<file path="src/rtl/instr_mem_loader.sv">
// Instruction-memory loader: encodes R/I/J instruction fields and writes one word per two cycles.
// Optional field legality checking is enabled by defining ENCODER_CHECK_EN.
module instr_mem_loader #(
    parameter logic [31:0] BASE_ADDR = 32'h0000_0000,
    parameter int          DEPTH     = 64
) (
    input  logic        clk,
    input  logic        rst_n,
    input  logic        start,
    input  logic        in_valid,
    output logic        in_ready,
    input  logic [1:0]  fmt,
    input  logic [5:0]  op_code,
    input  logic [4:0]  rs,
    input  logic [4:0]  rt,
    input  logic [4:0]  rd,
    input  logic [4:0]  shamt,
    input  logic [5:0]  funct,
    input  logic [15:0] imm,
    input  logic [25:0] target,
    input  logic        last,
    output logic        mem_we,
    output logic [31:0] mem_addr,
    output logic [31:0] mem_wdata,
    output logic        busy,
    output logic        done,
    output logic        err,
    output logic [7:0]  count
);

    // state | meaning
    // IDLE  | waiting for start
    // LOAD  | accepting instruction fields
    // WRITE | mem_we strobe for the registered word
    // DONE  | one-cycle end-of-session pulse
    typedef enum logic [1:0] {IDLE, LOAD, WRITE, DONE} state_t;

    localparam int RW = $clog2(DEPTH + 1);

    state_t        state, state_nxt;
    logic [31:0]   addr_nxt, wdata_nxt, enc_word;
    logic [7:0]    count_nxt;
    logic          err_nxt, last_q, last_nxt, illegal;
    logic [RW-1:0] left_q, left_nxt;

    always_comb begin
        case (fmt)
            2'd0:    enc_word = {op_code, rs, rt, rd, shamt, funct};
            2'd1:    enc_word = {op_code, rs, rt, imm};
            default: enc_word = {op_code, target};
        endcase
    end

`ifdef ENCODER_CHECK_EN
    always_comb begin
        illegal = (fmt == 2'd3)
               || (fmt == 2'd0 && op_code != 6'd0)
               || (fmt == 2'd2 && op_code != 6'd2 && op_code != 6'd3);
    end
`else
    always_comb begin
        illegal = (fmt == 2'd3);
    end
`endif

    // Separate down-counter for the DEPTH limit so it is independent of the 8-bit count wrap.
    always_comb begin
        state_nxt = state;
        addr_nxt  = mem_addr;
        wdata_nxt = mem_wdata;
        count_nxt = count;
        err_nxt   = err;
        last_nxt  = last_q;
        left_nxt  = left_q;
        in_ready  = 1'b0;
        mem_we    = 1'b0;
        busy      = 1'b1;
        done      = 1'b0;
        case (state)
            IDLE: begin
                busy = 1'b0;
                if (start) begin
                    state_nxt = LOAD;
                    addr_nxt  = BASE_ADDR;
                    count_nxt = 8'd0;
                    err_nxt   = 1'b0;
                    left_nxt  = RW'(DEPTH);
                end
            end
            LOAD: begin
                in_ready = 1'b1;
                if (in_valid) begin
                    if (illegal) begin
                        err_nxt = 1'b1;
                        if (last) state_nxt = DONE;
                    end else begin
                        wdata_nxt = enc_word;
                        last_nxt  = last;
                        state_nxt = WRITE;
                    end
                end
            end
            WRITE: begin
                mem_we    = 1'b1;
                addr_nxt  = mem_addr + 32'd4;
                count_nxt = count + 8'd1;
                left_nxt  = left_q - RW'(1);
                if (last_q) begin
                    state_nxt = DONE;
                end else if (left_q == RW'(1)) begin
                    err_nxt   = 1'b1;
                    state_nxt = DONE;
                end else begin
                    state_nxt = LOAD;
                end
            end
            DONE: begin
                done      = 1'b1;
                state_nxt = IDLE;
            end
            default: state_nxt = IDLE;
        endcase
    end

    always_ff @(posedge clk or negedge rst_n) begin
        if (!rst_n) begin
            state     <= IDLE;
            mem_addr  <= BASE_ADDR;
            mem_wdata <= 32'd0;
            count     <= 8'd0;
            err       <= 1'b0;
            last_q    <= 1'b0;
            left_q    <= '0;
        end else begin
            state     <= state_nxt;
            mem_addr  <= addr_nxt;
            mem_wdata <= wdata_nxt;
            count     <= count_nxt;
            err       <= err_nxt;
            last_q    <= last_nxt;
            left_q    <= left_nxt;
        end
    end

endmodule

</file>
<file path="config.mk">
export PLATFORM = sky130hd
export DESIGN_NAME = instr_mem_loader
export DESIGN_NICKNAME = d
export VERILOG_FILES = /design/src/rtl/instr_mem_loader.sv
export SDC_FILE = /design/constraint.sdc
export NUM_CORES = 1
export LEC_CHECK = 0
export ABC_AREA = 0
export CAP_MARGIN = 10
export CORE_MARGIN = 4
export CORE_UTILIZATION = 55
export CTS_BUF_LIST = sky130_fd_sc_hd__clkbuf_4 sky130_fd_sc_hd__clkbuf_8 sky130_fd_sc_hd__clkbuf_16
export DETAILED_ROUTE_END_ITERATION = 10
export DONT_BUFFER_PORTS = 1
export MAX_ROUTING_LAYER = met4
export PLACE_DENSITY_LB_ADDON = 0.05
export SYNTH_ARGS = -nofsm -noshare
export SYNTH_HDL_FRONTEND = slang
export SYNTH_SLANG_ARGS = --single-unit
</file>
<file path="constraint.sdc">
create_clock -name clk -period 3 [get_ports clk]
set_input_delay 0.3 -clock clk [delete_from_list [all_inputs] [get_ports clk]]
set_output_delay 0.3 -clock clk [all_outputs]
set_load 0.01 [all_outputs]
</file>
==> metrics.yaml <==
status: "completed"
dr_total_vias: 3357
start_kind: "register"
worst_path_largest_cell_delay_ns: 0.70
cts_max_level: 3
r2r_start: "state[0]"
synth.avg_cell_area_um2: 9.32
drt_iter0_markers: 113
finalSetupTns_ns: 0
yosys.area.top_type_share: 0.475
wirelength_mm: 10.1
grt_max_degree: 82
power_density_nw_per_um2: 788
yosys.area.top_type: "dfrtp_1"
cts_tree: "done"
initial_core_util: 0.576
antenna_found_initial: 0
final_common_cell: "dfrtp_1"
yosysSeqAreaShare: 0.475
clkPwrFrac: 0.218
hold_path.startpoint: "op_code[4]"
startpoint: "state[0]"
fin_crit_sh: 0.821
firstDrtPassIters: 4
required_ns: 3.26
cts_buffer_depth: 2
wl_per_cell_um: 18.3
nNetsFinal: 539
rows: 31
die_h_um: 96.1
cp_slowest_cell: "or4_1"
critPathArrivalTime_ns: 2.73
min_period_ns: 2.46
hold_ws_ns: 0.0998
switchingPower_uw: 1410
swShare: 0.394
area.growth.synth_to_final_pct: 6.48
dieArea_um2: 9230
ys_top_cells_by_area: "dfrtp_1, mux2i_1, o21ai_0"
cts.sinks: 81
reg2reg_slack_ns: 0.54
drc_errors: 0
p_int_uw: 2170
synthArstFlopShare: 1.00
rsz0062_at_grt: "false"
numPortBuffers: 0
dpl.hpwl_mm: 7.21
drv_slew: 0
p_seq_frac: 0.491
path_cells: "inv_1, ha_1, mux2i_2, or4_1, nor4_1, mux2i_1"
power_frac_comb: 0.291
cts_made_buffers: 9
gp_congestion: 0.776
ctsHoldBuffers: 2
endpoint: "mem_addr[29]"
synth.distinct_cells: 43
max-slew-margin-rel: 0.645
synth_flop_cell: "dfrtp_1"
worstSkewPairLatency_ns: 0.34
core_um2: 7410
cts_resized: 0
grt_pass1_vias: 3235
setup_viol: 0
skew_ns: 0.0118
path_clk_slew_ns: 0.08
syn-instance-count: 458
diodes: 0
grt_pass1_wl_mm: 16.0
worst_pin_slew_ns: 0.532
drive_above_1_share: 0.0752
ys_warn_count: 0
cap_violations: 0
worstSetupPathType: "register to register"
gr-total-overflow: 0
mostFrequentLayoutCells: "dfrtp_1, nand2_1, o21ai_0, a21oi_1, mux2i_1"
postCtsSetupBuffers: 0
root_buffer: "clkbuf_8"
drtAntennaViolNets: 0
end_kind: "register"
timing.fmax_mhz: 406
detail_route.vias_per_cell: 6.09
syn_area_um2: 4270
p_leak_uw: 0.00195
crit_path_max_fanout: 10
track_usage: 0.229
reg2reg_depth: 6
hold_class: "input pin to register"
hold_viol: 0
io_pins: 158
ys_seq_elements: 81
die_w_um: 96.1
synth_edf_count: 0
r2r-end: "mem_addr[29]"
max-vdd-ir-drop_uv: 507
-- worst min path at each step --
stage	end	slack, ns	depth (start not counted)
floorplan	count[0]	0.004	0
global placement	count[5]	0.007	0
detailed placement	count[5]	0.006	0
CTS	mem_wdata[26]	0.09	1
global route	mem_wdata[30]	0.08	1
finish	mem_wdata[30]	0.1	1
-- logic make-up after synthesis --
family,Yosys count,share of synthesized area
adder cells (fa/ha/maj),10,0.0293
multiplexers,42,0.101
XOR/XNOR,4,0.00821
flip-flops,81,0.475
AO/OA/AOI/OAI,115,0.152
other,1,0.000879
AND/OR/NAND/NOR,165,0.196
buffers and inverters,40,0.0378
-- registers in the layout, indices dropped and copies added, names as in the netlist --
register and flops:
err 1, mem_wdata 32, count 8, mem_addr 30
state 2, left_q 7, last_q 1
-- power by group through the flow --
stage / Clock [µW] / Sequential, µW / Combinational (µW)
finish: 781 / 1760 / 1040
global route: 853 / 1800 / 1190
CTS: 794 / 1770 / 1050
detailed placement: 0 / 1780 / 1030
global placement: 0 / 1770 / 983
floorplan: 0 / 1690 / 824
-- metal layers --
metal / vias up / track usage / share of wire
met5: - / - / 0
met2: 143 / 0.363 / 0.49
met4: 0 / 0.0758 / 0.012
met1: 1574 / 0.289 / 0.41
met3: 11 / 0.0547 / 0.085
li1: 1629 / - / -
-- synth_stat cells, drive strengths merged, types with 4 or more instances --
| library cell | n |
|---|---|
| xnor2 | 4 |
| nand2 | 56 |
| or3 | 14 |
| nand3 | 19 |
| mux2i | 33 |
| a21oi | 41 |
| o21ai | 49 |
| clkbuf | 19 |
| mux2 | 9 |
| buf | 9 |
| inv | 12 |
| ha | 10 |
| nor2 | 26 |
| nand4 | 11 |
| or4 | 14 |
| nor3 | 7 |
| dfrtp | 81 |
| o31ai | 12 |
-- metrics by stage --
step	worst slack (ns)	power (µW)	cell area, µm²	utilization	std cells
final	0.538	3580	4540	0.613	551
after global routing	0.388	3840	4540	0.613	551
after CTS	0.533	3610	4540	0.613	551
after detailed placement	0.573	2810	4320	0.583	534
after global placement	0.666	2760	4320	0.583	534
after floorplan	0.789	2510	4270	-	459
-- cell type report --
cell class / instances / area, µm²
Tap cell: 99 / 124
Multi-Input combinational cell: 338 / 2090
Clock buffer: 10 / 131
Sequential cell: 81 / 2030
Fill cell: 656 / 2860
Clock inverter: 5 / 57.6
Timing Repair Buffer: 6 / 67.6
Inverter: 12 / 45.0
-- worst max-delay path: cells and delay by family (launching register included) --
family | cells | cell delay [ns]
mux | 2 | 0.45
buf+inv | 1 | 0.12
fa+ha+maj | 1 | 0.27
simple gates | 2 | 1.08
flops | 1 | 0.45
(Power assumes the default switching activity.)
